`src/rtl/led_pixel_fetcher.sv`:
```
// ---------------------------------------------------------------------------
// led_pixel_fetcher
//
// Read-side client of the frame-buffer bus arbiter. A start pulse makes the
// block walk NUM_PIXELS pixels of BYTES_PER_PIXEL bytes each, starting at
// base_addr. It uses a four-phase req/rdy handshake toward the arbiter. The
// bytes of each pixel are packed into one word, with the first fetched byte
// in the MSBs. Each word is then offered to the LED serializer on a
// valid/ready stream. A one-word output register lets the fetch of pixel n+1
// run while the serializer still holds pixel n.
//
// Optional feature (macro LED_PIXEL_FETCHER_BRIGHTNESS_EN):
//   When defined, every captured byte b is stored as (b*brightness)>>8.
//   When undefined, bytes are stored as read and brightness is ignored.
//
// Ports:
//   clk         system clock, rising edge
//   rst         synchronous active-high reset
//   start       one-cycle pulse, begins a frame when idle
//   base_addr   frame start address, sampled when start is accepted
//   busy        high from accepted start until the last pixel is accepted
//   frame_done  one-cycle pulse when the last pixel is accepted
//   data_req    request to the arbiter channel
//   data_addr   request address, stable while data_req is high
//   data_in     read data from the arbiter, valid while data_rdy is high
//   data_rdy    arbiter ready/acknowledge
//   brightness  global scale (only used with the optional feature)
//   pix_data    packed pixel word
//   pix_valid   pix_data valid
//   pix_ready   serializer accepts when pix_valid & pix_ready
//   pix_last    high with the final pixel of the frame
// ---------------------------------------------------------------------------
module led_pixel_fetcher #(
   parameter int ADDRESS_WIDTH   = 8,
   parameter int DATA_WIDTH      = 8,
   parameter int NUM_PIXELS      = 16,
   parameter int BYTES_PER_PIXEL = 3
) (
   input  logic                                  clk,
   input  logic                                  rst,
   input  logic                                  start,
   input  logic [ADDRESS_WIDTH-1:0]              base_addr,
   output logic                                  busy,
   output logic                                  frame_done,
   output logic                                  data_req,
   output logic [ADDRESS_WIDTH-1:0]              data_addr,
   input  logic [DATA_WIDTH-1:0]                 data_in,
   input  logic                                  data_rdy,
   input  logic [7:0]                            brightness,
   output logic [DATA_WIDTH*BYTES_PER_PIXEL-1:0] pix_data,
   output logic                                  pix_valid,
   input  logic                                  pix_ready,
   output logic                                  pix_last
);

   localparam int WORD_WIDTH = DATA_WIDTH * BYTES_PER_PIXEL;
   localparam int PIX_W      = (NUM_PIXELS > 1) ? $clog2(NUM_PIXELS) : 1;
   localparam int BYTE_W     = (BYTES_PER_PIXEL > 1) ? $clog2(BYTES_PER_PIXEL) : 1;
   localparam logic [PIX_W-1:0]  LAST_PIX  = PIX_W'(NUM_PIXELS - 1);
   localparam logic [BYTE_W-1:0] LAST_BYTE = BYTE_W'(BYTES_PER_PIXEL - 1);

   typedef enum logic [1:0] {
      IDLE,
      REQ,
      REL,
      PUSH
   } state_t;

   state_t                  state;
   logic [PIX_W-1:0]        pixel_idx;
   logic [BYTE_W-1:0]       byte_idx;
   logic [WORD_WIDTH-1:0]   assembly;
   logic [DATA_WIDTH-1:0]   captured;

`ifdef LED_PIXEL_FETCHER_BRIGHTNESS_EN
   // Brightness scaling sits between data_in and the assembly register.
   // It is purely combinational, so a scaled byte is captured on the same
   // edge as an unscaled one would be.
   logic [DATA_WIDTH+7:0] scaled;
   assign scaled   = {8'd0, data_in} * {{DATA_WIDTH{1'b0}}, brightness};
   assign captured = scaled[DATA_WIDTH+7:8];
`else
   // Without scaling, bytes pass straight through. brightness is still a
   // port so both builds share one pin-out.
   logic unused_brightness;
   assign unused_brightness = ^brightness;
   assign captured          = data_in;
`endif

   // Fetch FSM plus output register.
   // Addresses advance with a running counter. Fetches are strictly
   // sequential, so data_addr + 1 always equals
   // base + pixel*BYTES_PER_PIXEL + byte, wrapping naturally at the bus width.
   // The output register is cleared first in each cycle where it is
   // accepted. A PUSH load later in the same block overrides that clear,
   // which lets pixels go out back to back with no bubble.
   always_ff @(posedge clk) begin
      if (rst) begin
         state      <= IDLE;
         pixel_idx  <= '0;
         byte_idx   <= '0;
         assembly   <= '0;
         busy       <= 1'b0;
         frame_done <= 1'b0;
         data_req   <= 1'b0;
         data_addr  <= '0;
         pix_data   <= '0;
         pix_valid  <= 1'b0;
         pix_last   <= 1'b0;
      end else begin
         frame_done <= 1'b0;

         if (pix_valid && pix_ready) begin
            pix_valid <= 1'b0;
            pix_last  <= 1'b0;
            if (pix_last) begin
               frame_done <= 1'b1;
               busy       <= 1'b0;
            end
         end

         case (state)
            IDLE: begin
               if (start && !busy) begin
                  busy      <= 1'b1;
                  pixel_idx <= '0;
                  byte_idx  <= '0;
                  assembly  <= '0;
                  data_addr <= base_addr;
                  data_req  <= 1'b1;
                  state     <= REQ;
               end
            end

            REQ: begin
               if (data_rdy) begin
                  for (int i = 0; i < BYTES_PER_PIXEL; i++) begin
                     if (byte_idx == BYTE_W'(i)) begin
                        assembly[(BYTES_PER_PIXEL-1-i)*DATA_WIDTH +: DATA_WIDTH] <= captured;
                     end
                  end
                  data_req <= 1'b0;
                  state    <= REL;
               end
            end

            REL: begin
               if (!data_rdy) begin
                  if (byte_idx != LAST_BYTE) begin
                     byte_idx  <= byte_idx + BYTE_W'(1);
                     data_addr <= data_addr + ADDRESS_WIDTH'(1);
                     data_req  <= 1'b1;
                     state     <= REQ;
                  end else begin
                     state <= PUSH;
                  end
               end
            end

            PUSH: begin
               if (!pix_valid || pix_ready) begin
                  pix_data  <= assembly;
                  pix_valid <= 1'b1;
                  pix_last  <= (pixel_idx == LAST_PIX);
                  if (pixel_idx == LAST_PIX) begin
                     state <= IDLE;
                  end else begin
                     pixel_idx <= pixel_idx + PIX_W'(1);
                     byte_idx  <= '0;
                     data_addr <= data_addr + ADDRESS_WIDTH'(1);
                     data_req  <= 1'b1;
                     state     <= REQ;
                  end
               end
            end

            default: state <= IDLE;
         endcase
      end
   end

endmodule

```
`config.mk`:
```
export PLATFORM = sky130hd
export DESIGN_NAME = led_pixel_fetcher
export DESIGN_NICKNAME = d
export VERILOG_FILES = /design/src/rtl/led_pixel_fetcher.sv
export SDC_FILE = /design/constraint.sdc
export NUM_CORES = 1
export LEC_CHECK = 0
export CORE_MARGIN = 1.5
export CORE_UTILIZATION = 54
export CTS_BUF_LIST = sky130_fd_sc_hd__clkbuf_16
export DETAILED_ROUTE_END_ITERATION = 6
export PLACE_DENSITY = 0.89
export SLEW_MARGIN = 15
export SYNTH_ARGS = -nofsm -noshare
export SYNTH_HDL_FRONTEND = slang
export SYNTH_SLANG_ARGS = --single-unit
```
`constraint.sdc`:
```
create_clock -name clk -period 5.3 [get_ports clk]
set_clock_uncertainty 0.2 [all_clocks]
set_input_delay 0.795 -clock clk [delete_from_list [all_inputs] [get_ports clk]]
set_output_delay 0.795 -clock clk [all_outputs]
set_load 0.05 [all_outputs]
```
==> results of run 1 <==
per-layer routing:
layer	up-vias	GRT usage, %	share of wire, %
met2	80	38.3	47
met4	0	13.5	1.7
li1	1301	-	-
met5	-	0	0
met3	13	4.71	5.4
met1	1189	31.6	46
worst min-delay path, stage by stage (launching register included):
cell,delay (ns)
dfxtp_1,0.30
nand2_1,0.05
a21oi_1,0.05
power groups by stage:
stage	clock network [mW]	registers [mW]	logic [mW]
floorplan	0	0.643	0.199
global placement	0	0.597	0.319
detailed placement	0	0.600	0.327
CTS	0.535	0.590	0.330
global route	0.558	0.597	0.356
finish	0.528	0.591	0.330
registers in the layout, indices dropped and copies added (netlist names):
name and cells:
busy 1, assembly 24, data_addr 8, pixel_idx 4, frame_done 1, byte_idx 2
pix_last 1, pix_data 24, pix_valid 1, data_req 1, state 2
stage by stage:
step                power [mW]  util [%]
floorplan                0.842         -
global placement         0.916      66.3
detailed placement       0.927      66.3
CTS                       1.45      71.2
global route              1.51      71.2
finish                    1.45      71.2
cells in the final DEF (no fill, tap or decap), drive strengths merged, types with 2 or more instances in the layout:
cell           count
ha                 5
a311oi             2
o21a               2
o21ai              8
or2                2
nand2b             2
a211oi             5
nand4b             2
nor2b              6
inv                7
and3               2
clkdlybuf4s50     56
clkbuf             9
o22ai              2
mux2i             27
clkinv             6
a21oi             41
nand3             16
buf                4
nand3b             2
nor3b              3
nand2             67
nor2              31
dfxtp             69
and2              11
nor4b              2
area by class of cell:
cell class | count | area, sq um | share of cell area, %
clock buffer | 9 | 225 | 5.81
clock inverter | 7 | 42.5 | 1.10
inverter | 7 | 26.3 | 0.678
multi-input combinational | 252 | 1520 | 39.2
sequential | 69 | 1380 | 35.7
tap | 72 | 90.1 | 2.33
timing repair buffer | 60 | 588 | 15.2
cells by family after synthesis:
family | count (synthesis) | share of synthesized area (%)
multiplexers | 27 | 8.94
AO/OA/AOI/OAI | 70 | 15.4
AND/OR/NAND/NOR | 150 | 23.9
buffers and inverters | 28 | 4.05
adder cells (fa/ha/maj) | 5 | 2.07
flip-flops | 69 | 45.7
Yosys cell counts, types with 3 or more instances:
cell type  number  area share, %
a21oi_4         3            1.6
nand3_1        16            2.6
inv_1           7           0.87
mux2i_1        27            8.9
a211oi_1        5            1.2
clkbuf_1       12            1.5
ha_1            5            2.1
buf_2           8            1.3
nor2b_1         6            1.2
o21ai_1         6           0.99
nor2_1         31            3.8
and2_1         11            2.3
nor3b_1         3           0.74
nand2_1        67            8.3
dfxtp_1        69             46
a21oi_1        38            6.3
worst max-delay path by stage:
stage                    to  slack, ns  cells past startpoint
2_1_floorplan  data_addr[6]       3.06                      5
3_5_place_dp    assembly[9]       2.42                      5
5_1_grt         pix_data[6]       2.46                      4
6_report        pix_data[6]       2.65                      4
3_3_place_gp    assembly[5]       2.48                      5
4_1_cts           pix_valid       2.68                      1
==> flow_summary.ini, run 1 <==
[global_route]
grtUsageTotal_pct = 24.5
first_global_vias = 2574
antenna_found_initial = 0
grt_max_degree = 71
grt_pass1_wl_um = 11800
overflow = 0

[setup_path]
cp-start-kind = flop
rrSetupSlack_ns = 2.65
reg2reg_depth = 4
r2r_end = pix_data[6]
slowest_delay_ns = 0.85
cpMostUsedCell = nand2_1
crit_type = reg -> reg
cp_top_family = simple AND/OR/NAND/NOR gates
slowest_stage = dfxtp_1
worstPathMaxFanout = 25
crit_chain = and2_1, nand2_1, nand2_1, a21oi_1
worstPathArrival_ns = 2.63
timing.rr.start = state[0]
crit_path_end_kind = flop
cp.required_ns = 5.28
crit_buf_inv = 0
crit_start = state[0]

[power_and_ir_drop]
vdd_drop_max_mv = 0.232
switching_share_pct = 31.5
seq_power_share_pct = 40.8
power.share.clock_pct = 36.4
power.internal_uw = 992
p_leak_nw = 1.36
powerDensity_nw_per_um2 = 374
power_switching_uw = 457
combinationalPowerShare_pct = 22.8

[cells_and_area]
final_area_sq_um = 3870
diodes = 0
n_fill_cell = 415
fin_nets = 433
fin_cells = 476
area_delta_synth_final_pct = 28.1
layout-drive-gt1-share_pct = 6.44

[logic_synthesis]
avgSynthCellArea_sq_um = 8.67
synth_flop_cell = dfxtp_1
synth_cell_type_count = 42
syn_nets = 383
ys_seq_area_share_pct = 45.7
synth_edf_count = 0
syn-cell-area_sq_um = 3020
synth-warning-count = 0
synth-seq-cells = 69
netlist_instances = 349
async_reset_ff_share_pct = 0

[hold_path]
min_to = pix_data[23]
hold_path.class = reg -> reg
hp-start = pix_data[23]
whs_path_depth = 2

[sta]
slew_headroom_pct = 44.9
hold_viol = 0
setup_viol = 0
fin_hold_ws_ns = 0.252
maxSlewViolCount = 0
timing.fmax_mhz = 377
rsz0062_at_grt = no
tightest_slew_ns = 0.825
finalCritPeriodShare_pct = 50.0
setup_ws_ns = 2.65
finalCriticalPeriod_ns = 2.65
tns_ns = 0

[clocking]
postCtsHoldBufs = 0
numCtsBuffers = 9
clk-insertion-delay-late_ns = 0.33
htree_levels = 3
cts-root-buf = clkbuf_16
clk_path_buf_depth = 2
cts_tree = done
path_clk_slew_ns = 0.05
cts_resized = 0
post_cts_buffers = 0
clock-sinks = 69

[place]
port-buffer-count = 57
gp_congestion = 0.773
pre_cts_ws_ns = 2.42
dp_cells = 460
placed_cell_area_sq_um = 3610
hpwlAfterDp_um = 4440

[route]
via_count = 2583
drc = 0
finalWirelength_um = 6870
via_per_inst = 5.43
drtIter0Drc = 142
drt_pre_antenna_iters = 4
routedWlPerCell_um = 14.4
ant_nets = 0

[status]
status = finished, final reports clean

[floorplanning]
dieArea_sq_um = 6060
start_util_pct = 55.6
die_w_um = 77.8
core_sq_um = 5440
ios = 66
num_rows = 27
die_y_um = 77.8

[flow_run]
max-cap-violations = 0
Note: power is estimated with default switching activity, not from simulation.
==> run 2, diff against run 1 <==
- CORE_UTILIZATION: 54 -> 50
- PLACE_DENSITY: 0.89 -> 0.84
- clock period: 5.3 -> 2.62 ns (I/O delays scaled with it)
==> flow_summary.ini, run 2 (synthesis results as in run 1) <==
[power_and_ir_drop]
power.internal_mw = 2.02
powerDensity_nw_per_um2 = 756
combinationalPowerShare_pct = 23.3
power.share.clock_pct = 36.1
p_leak_nw = 1.38
power_switching_uw = 930
switching_share_pct = 31.5
seq_power_share_pct = 40.6
vdd_drop_max_mv = 0.462
total_power_mw = 2.95

[global_route]
top_usage_layer = met2
grt_pass1_wl_um = 11100
grt_max_degree = 42
overflow = 0
use_met3_pct = 3.82
grtUsageTotal_pct = 22.1
use_met1_pct = 29.2
first_global_vias = 2375
met2_usage_pct = 34.8
antenna_found_initial = 0

[setup_path]
cp.required_ns = 2.65
crit_type = reg -> reg
crit_chain = and2_1, a311o_1, nor2_1, a211oi_1
cp-start-kind = flop
worstPathMaxFanout = 20
crit_path_end_kind = flop
crit_buf_inv = 0
slowest_delay_ns = 0.72
slowest_stage = dfxtp_1
worstPathArrival_ns = 2.29
cp_top_family = flip-flops

[clocking]
clk_path_buf_depth = 2
clk-insertion-delay-late_ns = 0.32
numCtsBuffers = 9
cts_tree = done
cts-root-buf = clkbuf_16
cts_resized = 0
htree_levels = 3
clock-sinks = 69
postCtsHoldBufs = 0
post_cts_buffers = 0
path_clk_slew_ns = 0.05

[floorplanning]
ios = 66
dieArea_sq_um = 6520
die_w_um = 80.8
start_util_pct = 51.4
num_rows = 28
die_y_um = 80.8
core_sq_um = 5890

[cells_and_area]
fin_cells = 483
reg_top3 = assembly: 24 flops, pix_data: 24 flops, data_addr: 8 flops
area_delta_synth_final_pct = 29.2
n_fill_cell = 476
final_area_sq_um = 3910
regArea_sq_um = 1380
final_cell_mix = dfxtp_1 (69), nand2_1 (67), clkdlybuf4s50_1 (56), a21oi_1 (38), nor2_1 (31)
fin_nets = 437
layout-drive-gt1-share_pct = 7.35
multi_input_comb_area_sq_um = 1520
layout.cells.most_common = dfxtp_1
diodes = 0

[place]
dp_cells = 467
port-buffer-count = 57
hpwlAfterDp_um = 4430
gp_congestion = 0.829
placed_cell_area_sq_um = 3640

[flow_run]
max-cap-violations = 0

[sta]
finalCriticalPeriod_ns = 2.26
timing.fmax_mhz = 442
setup_viol = 0
fin_hold_ws_ns = 0.253
maxSlewViolCount = 0
rsz0062_at_grt = no
hold_viol = 0
tightest_slew_ns = 0.633
finalCritPeriodShare_pct = 86.3
slew_headroom_pct = 57.7
tns_ns = 0

[route]
routedWlPerCell_um = 14.4
drc = 0
drtIter0Drc = 205
via_count = 2637
drt_pre_antenna_iters = 5
via_per_inst = 5.46
ant_nets = 0
finalWirelength_um = 6950

[status]
status = finished, final reports clean

[hold_path]
hold_path.class = reg -> reg
==> run 2: changes by cell type in the layout (fill, tap and decap cells not counted) <==
cell,previous run,this run
buf_4,3,7
==> run 2: worst min-delay path, delay by kind of cell, from the launching register on <==
kind / cells / cell delay [ns]
flip-flops: 1 / 0.30
AO/OA/AOI/OAI: 1 / 0.05
AND/OR/NAND/NOR: 1 / 0.05
==> run 2: worst paths after layout <==
path | endpoint | depth (start not counted) | start | slack, ns
worst max-delay path | data_addr[1] | 4 | state[0] | 0.36
worst min-delay path | pix_data[13] | 2 | pix_data[13] | 0.25
worst min register to register | pix_data[13] | 2 | pix_data[13] | 0.25
worst max register to register | data_addr[1] | 4 | state[0] | 0.36
==> run 2: power by group through the flow <==
stage	clock (mW)	combinational [mW]	sequential [mW]
final	1.07	0.687	1.20
after global routing	1.14	0.734	1.21
after CTS	1.08	0.686	1.20
after detailed placement	0	0.675	1.22
after global placement	0	0.661	1.21
after floorplan	0	0.402	1.30
==> run 2: final cells by class <==
cell class / instances / area share (%)
multi-input cells: 252 / 38.9
flip-flops and latches: 69 / 35.4
repair buffers: 64 / 15.8
clock buffers: 9 / 5.76
well taps: 75 / 2.40
clock inverters: 7 / 1.09
inverters: 7 / 0.672
==> run 2: routing by layer <==
metal,vias up,part of all wire (%)
li1,1310,-
met1,1226,45
met2,87,47
met3,14,5.2
met4,0,2.3
met5,-,0
==> run 2: stage by stage <==
stage          utilization, %  worst slack, ns
5_1_grt                  66.4            0.114
2_1_floorplan               -            0.481
4_1_cts                  66.4            0.369
6_report                 66.4            0.358
3_5_place_dp             61.8            0.154
3_3_place_gp             61.8            0.201
==> run 3, diff against run 2 <==
- GPL_ROUTABILITY_DRIVEN: unset -> 0
- MAX_ROUTING_LAYER: unset -> met4
==> flow_summary.ini, run 3 (synthesis results as in run 1) <==
[clocking]
cts-root-buf = clkbuf_16
clk-insertion-delay-late_ns = 0.32
htree_levels = 3
path_clk_slew_ns = 0.05
clock-sinks = 69
postCtsHoldBufs = 0
numCtsBuffers = 9
post_cts_buffers = 0
clk_path_buf_depth = 2
cts_resized = 0
cts_tree = done

[sta]
slew_headroom_pct = 57.7
setup_viol = 0
fin_hold_ws_ns = 0.253
hold_viol = 0
maxSlewViolCount = 0
tns_ns = 0
finalCriticalPeriod_ns = 2.28
tightest_slew_ns = 0.634
finalCritPeriodShare_pct = 86.9
rsz0062_at_grt = no
timing.fmax_mhz = 439

[cells_and_area]
post-route-util_pct = 66.4
layout.cells.most_common = dfxtp_1
final_cell_mix = dfxtp_1 (69), nand2_1 (67), clkdlybuf4s50_1 (56), a21oi_1 (38), nor2_1 (31)
diodes = 0
area_delta_synth_final_pct = 29.2
final_area_sq_um = 3910
fin_nets = 437
layout-drive-gt1-share_pct = 7.35
reg_top3 = assembly: 24 flops, pix_data: 24 flops, data_addr: 8 flops

[power_and_ir_drop]
total_power_mw = 2.95
powerDensity_nw_per_um2 = 756
p_leak_nw = 1.38
vdd_drop_max_mv = 0.464

[setup_path]
cp-start-kind = flop
worstPathMaxFanout = 20
crit_path_end_kind = flop
cp.required_ns = 2.65
crit_type = reg -> reg
worstPathArrival_ns = 2.31

[route]
drc = 0
via_per_inst = 5.43
routedWlPerCell_um = 14.4
drtIter0Drc = 222
finalWirelength_um = 6960
ant_nets = 0
drt_pre_antenna_iters = 4
via_count = 2622

[floorplanning]
die_w_um = 80.8
start_util_pct = 51.4
die_y_um = 80.8
ios = 66
core_sq_um = 5890
num_rows = 28
dieArea_sq_um = 6520

[place]
hpwlAfterDp_um = 4430
port-buffer-count = 57
placed_cell_area_sq_um = 3640

[global_route]
grt_max_degree = 42
grt_pass1_wl_um = 11000
overflow = 0
first_global_vias = 2376
grtUsageTotal_pct = 22.7
antenna_found_initial = 0

[flow_run]
max-cap-violations = 0

[status]
status = finished, final reports clean

[hold_path]
hold_path.class = reg -> reg
==> run 3: worst paths after layout <==
check,startpoint,end,slack [ns],depth (start not counted)
worst min register to register,pix_data[13],pix_data[13],0.25,2
worst min-delay path,pix_data[13],pix_data[13],0.25,2
worst max register to register,state[0],data_addr[1],0.34,4
worst max-delay path,state[0],data_addr[1],0.34,4
==> run 3: area by class of cell <==
class | count | area, sq um
well taps | 75 | 93.8
clock buffers | 9 | 225
multi-input cells | 252 | 1520
inverters | 7 | 26.3
flip-flops and latches | 69 | 1380
fillers | 476 | 1980
repair buffers | 64 | 618
clock inverters | 7 | 42.5
==> run 3: per-stage QoR <==
step,cells,worst slack (ns)
after floorplan,349,0.481
after global placement,467,0.201
after detailed placement,467,0.154
after CTS,483,0.369
after global routing,483,0.112
final,483,0.343
==> run 3: where the power goes <==
part           internal (mW)  total, mW  switching (mW)
Combinational          0.276      0.688           0.412
Sequential              1.11       1.20          0.0853
Clock                  0.632       1.07           0.433
==> run 3: critical path, cell delays in order, from the launching register on <==
cell      delay (ns)
dfxtp_1         0.72
and2_1          0.43
a311o_1         0.51
nor2_1          0.08
a211oi_1        0.24
==> run 3: metal layers <==
| metal | wire (um) | up-vias | GRT usage (%) |
|---|---|---|---|
| met2 | 3360 | 76 | 34.6 |
| met5 | 0 | - | - |
| li1 | - | 1310 | - |
| met3 | 340 | 13 | 3.48 |
| met4 | 140 | 0 | 11.4 |
| met1 | 3120 | 1223 | 29.3 |
